`config.mk`:
```
export PLATFORM = sky130hd
export DESIGN_NAME = bcd2bin_seq_n
export DESIGN_NICKNAME = d
export VERILOG_FILES = /design/src/rtl/bcd2bin_seq_n.sv
export SDC_FILE = /design/constraint.sdc
export NUM_CORES = 1
export LEC_CHECK = 0
export ABC_AREA = 0
export BUFFER_PORTS_ARGS = -buffer_cell sky130_fd_sc_hd__buf_2
export CAP_MARGIN = 0
export CORE_MARGIN = 1
export CORE_UTILIZATION = 45
export CTS_CLUSTER_SIZE = 8
export DETAILED_ROUTE_END_ITERATION = 10
export GPL_TIMING_DRIVEN = 0
export SLEW_MARGIN = 20
export SYNTH_ARGS = -nofsm -noshare
export SYNTH_HDL_FRONTEND = slang
export SYNTH_SLANG_ARGS = --single-unit
```
`constraint.sdc`:
```
create_clock -name clk -period 2.57 [get_ports clk]
set_clock_uncertainty 0.05 [all_clocks]
set_input_delay 0.514 -clock clk [delete_from_list [all_inputs] [get_ports clk]]
set_output_delay 0.514 -clock clk [all_outputs]
set_load 0.005 [all_outputs]
```
`src/rtl/bcd2bin_seq_n.sv`:
```
// Sequential BCD-to-binary converter (reverse double-dabble).
// Each conversion shifts {bcd, bin} right one bit W times. Between shifts, every BCD digit
// that is 8 or more has 3 subtracted. Results are registered and held until the next start.
// Optional feature: define BCD2BIN_DIGCHK_EN to reject inputs with nibbles above 9
// (err=1, bin_out=0, fast completion).
module bcd2bin_seq_n #(
   parameter int unsigned DIGITS = 4
) (
   input  logic                  clk,
   input  logic                  rst,
   input  logic                  start,
   input  logic [4*DIGITS-1:0]   bcd_in,
   output logic [4*DIGITS-1:0]   bin_out,
   output logic                  busy,
   output logic                  done,
   output logic                  err
);

   localparam int unsigned W  = 4 * DIGITS;
   localparam int unsigned CW = $clog2(W) + 1;

   typedef enum logic [1:0] {StIdle, StShift, StAdj, StDone} state_e;

   state_e          state_q;
   logic [W-1:0]    bcd_q;
   logic [W-1:0]    bin_q;
   logic [CW-1:0]   cnt_q;
   logic [W-1:0]    bcd_adj;
   logic [CW-1:0]   cnt_inc;

   assign cnt_inc = cnt_q + 1'b1;

   // Per-digit correction: a digit >= 8 after a right shift carries a half-ten from above.
   always_comb begin
      bcd_adj = bcd_q;
      for (int i = 0; i < int'(DIGITS); i++) begin
         if (bcd_q[4*i+3]) begin
            bcd_adj[4*i +: 4] = bcd_q[4*i +: 4] - 4'd3;
         end
      end
   end

`ifdef BCD2BIN_DIGCHK_EN
   logic bad_digit;
   logic err_q;

   // Flag any input nibble outside 0..9.
   always_comb begin
      bad_digit = 1'b0;
      for (int i = 0; i < int'(DIGITS); i++) begin
         if (bcd_in[4*i +: 4] > 4'd9) begin
            bad_digit = 1'b1;
         end
      end
   end

   assign err = err_q;
`else
   assign err = 1'b0;
`endif

   // Control FSM with registered outputs.
   always_ff @(posedge clk) begin
      if (rst) begin
         state_q <= StIdle;
         cnt_q   <= '0;
         bcd_q   <= '0;
         bin_q   <= '0;
         bin_out <= '0;
         busy    <= 1'b0;
         done    <= 1'b0;
`ifdef BCD2BIN_DIGCHK_EN
         err_q   <= 1'b0;
`endif
      end else begin
         done <= 1'b0;
         case (state_q)
            StIdle: begin
               if (start) begin
                  bcd_q <= bcd_in;
                  bin_q <= '0;
                  cnt_q <= '0;
`ifdef BCD2BIN_DIGCHK_EN
                  err_q <= bad_digit;
                  if (bad_digit) begin
                     // bin_q is cleared, so DONE publishes zero.
                     state_q <= StDone;
                  end else begin
                     state_q <= StShift;
                     busy    <= 1'b1;
                  end
`else
                  state_q <= StShift;
                  busy    <= 1'b1;
`endif
               end
            end
            StShift: begin
               bin_q <= {bcd_q[0], bin_q[W-1:1]};
               bcd_q <= {1'b0, bcd_q[W-1:1]};
               cnt_q <= cnt_inc;
               if (cnt_inc == CW'(W)) begin
                  state_q <= StDone;
                  busy    <= 1'b0;
               end else begin
                  state_q <= StAdj;
               end
            end
            StAdj: begin
               bcd_q   <= bcd_adj;
               state_q <= StShift;
            end
            StDone: begin
               bin_out <= bin_q;
               done    <= 1'b1;
               state_q <= StIdle;
            end
            default: state_q <= StIdle;
         endcase
      end
   end

endmodule

```
==> results.toml <==
[outcome]
run_status = "finished clean"

[floorplan]
die-area_um2 = 6410
die_x_um = 80.1
boundaryPins = 38
start_util = 0.466
die-height_um = 80.1
rows = 28
core_area_um2 = 5890

[power]
ir_worst_vdd_mv = 0.396
p_leak_nw = 1.36
p_per_area_nw_per_um2 = 740

[finish]
drive_gt1_frac = 0.228
areaGrowthSynthToFinish_pct = 17.1
nNetsFinal = 384
design_area_um2 = 3210
mostFrequentLayoutCell = "nor2_1"
nFillCells = 571
final_cell_mix = "60 x nor2_1, 57 x dfxtp_1, 48 x buf_2, 24 x mux2i_1, 17 x a22oi_1"
antenna_cells = 0

[clock_network]
cts_tree = "done"
h-tree-depth = 3
hold_buffers = 0
cts_buffer_depth = 2
cts_buffers = 9
postCtsResizedCells = 0
clkTransAtPathRegs_ps = 70
cts_setup_buffers = 0
root_buffer = "clkbuf_8"
cts.sinks = 57
clock_latency_ps = 340

[setup_path]
endpoint_kind = "flip-flop"
start_kind = "flip-flop"
worstPathMaxFanout = 9
cp.buffers_inverters = 2
cp.depth = 7
crit_family = "compound AO/OA/AOI/OAI gates"
arrival_ps = 2200
crit_type = "reg2reg"
slowest_delay_ps = 420
reg2regPathDepth = 7
r2r_start = "state_q[0]$_SDFFE_PP0P_"
cp_slowest_cell = "a2111oi_1"
worstReg2RegEnd = "bcd_q[10]$_SDFFE_PP0P_"
crit_path_end = "bcd_q[10]$_SDFFE_PP0P_"
required_ps = 2800
crit_start = "state_q[0]$_SDFFE_PP0P_"
path_cells = "inv_1 > ha_1 > and2_1 > buf_6 > nand3_1 > a2111oi_1 > a31o_1"
reg2reg_slack_ps = 600

[global_route]
grtUsageMet1 = 0.264
met2_usage = 0.342
grt_busiest_layer = "met2"
grt_pass1_wl_um = 10200
grt_use_total = 0.210
overflow = 0
grt_pass1_vias = 2128
grt.met3_usage = 0.0443
grt_start_max_net_pins = 12
antenna_found_initial = 0

[timing]
rsz0062_at_grt = "no"
fmax_mhz = 507
finalCritPeriodShare = 0.768
slew_headroom = 0.624
drv_slew = 0
fin_crit_ps = 1970
worst_pin_slew_ps = 563
final-hold-violation-count = 0
setup_viol = 0
tns_ps = 0

[detailed_routing]
first_iter_violations = 107
routed_via_density = 5.34
drtPass1Iterations = 4
wl_per_cell_um = 14.4
ant_nets = 0
drc = 0
finalWirelength_um = 6260
num_vias = 2322

[yosys]
synth_edf_count = 0
syn_inst = 308
synthDistinctLibCells = 42
async_flop_share = 0
seq_area_frac_synth = 0.416
synth_warnings = 0
synth-seq-cells = 57
netlist_area_um2 = 2740
synth_top_area_share = 0.416
synth.area.top_cells = "dfxtp_1 42%, mux2i_1 8.8%, nor2_1 8.2%"
synthFlopType = "dfxtp_1"
syn_nets = 337
yosysTopAreaCell = "dfxtp_1"
synth.avg_cell_area_um2 = 8.91

[hold_path]
min_path_cells = 3
worstHoldPathType = "in2reg"

[run]
cap_violations = 0

[placement]
io_buffer_count = 36
dpl_cell_area_um2 = 3020
hpwlAfterDp_um = 4260
routabilityCongestion = 0.790
==> area by class of cell <==
cell class	count	area [um^2]	area share
Multi-Input combinational cell	222	1460	0.453
Sequential cell	57	1140	0.355
Timing Repair Buffer	36	180	0.0561
Buffer	25	131	0.0409
Clock buffer	10	128	0.0397
Tap cell	75	93.8	0.0292
Clock inverter	6	68.8	0.0214
Inverter	4	15.0	0.00467
==> how the worst min path moves through the flow <==
stage                                     to                      from  slack [ps]
detailed placement     cnt_q[4]$_SDFFE_PP0P_     cnt_q[4]$_SDFFE_PP0P_         420
finish                bcd_q[15]$_SDFFE_PP0P_                bcd_in[15]         400
global route          bcd_q[15]$_SDFFE_PP0P_                bcd_in[15]         410
CTS                   bcd_q[15]$_SDFFE_PP0P_                bcd_in[15]         390
global placement    bin_out[13]$_SDFFE_PP0P_  bin_out[13]$_SDFFE_PP0P_         420
floorplan              cnt_q[4]$_SDFFE_PP0P_     cnt_q[4]$_SDFFE_PP0P_         400
==> state kept, by name, summed over array words and instances (netlist names) <==
signal / cells
bcd_q: 16
bin_q: 16
bin_out: 16
done: 1
busy: 1
cnt_q: 5
state_q: 2
==> cells in the mapped netlist (6+ instances only) <==
cell,instances
a21oi_1,8
buf_2,12
a31oi_1,10
nand2_1,16
a22oi_1,17
ha_1,10
mux2i_1,24
nand3_1,14
dfxtp_1,57
nor2b_1,11
clkbuf_1,6
nor2_1,60
==> tightest hold or removal path: cells and delay by family <==
kind | cells | cell delay (ps)
AOI/OAI and AO/OA | 1 | 60
buffers and inverters | 1 | 100
and+or+nand+nor | 1 | 70
==> where the power goes <==
group	internal [mW]	total (mW)	switching (mW)
clock network	0.450	0.836	0.385
logic	0.217	0.540	0.323
registers	0.944	1.00	0.0598
==> kinds of logic (layout without fill, tap and decap cells) <==
family,after synthesis,after routing,synth area share
multiplexers,25,25,0.0917
buffers and inverters,29,81,0.0533
adder cells (fa/ha/maj),10,10,0.0456
AO/OA/AOI/OAI,63,63,0.176
flip-flops,57,57,0.416
other,1,1,0.00137
AND/OR/NAND/NOR,123,123,0.217
==> metal layers <==
layer	share of wire	up-vias	routed length [um]
met5	0	-	0
met4	0.019	0	118
met3	0.039	10	245
met2	0.47	50	2910
met1	0.48	1074	2980
li1	-	1188	-
==> through the flow <==
stage | instances | util | power, mW | hold WS [ps] | setup slack [ps]
after global placement | 419 | 0.513 | 1.56 | 422 | 642
after floorplan | 308 | - | 1.42 | 397 | 873
final | 435 | 0.546 | 2.38 | 402 | 597
after CTS | 435 | 0.546 | 2.40 | 394 | 604
after global routing | 435 | 0.546 | 2.51 | 410 | 435
after detailed placement | 419 | 0.513 | 1.56 | 420 | 652
Note: power is estimated with default switching activity, not from simulation.
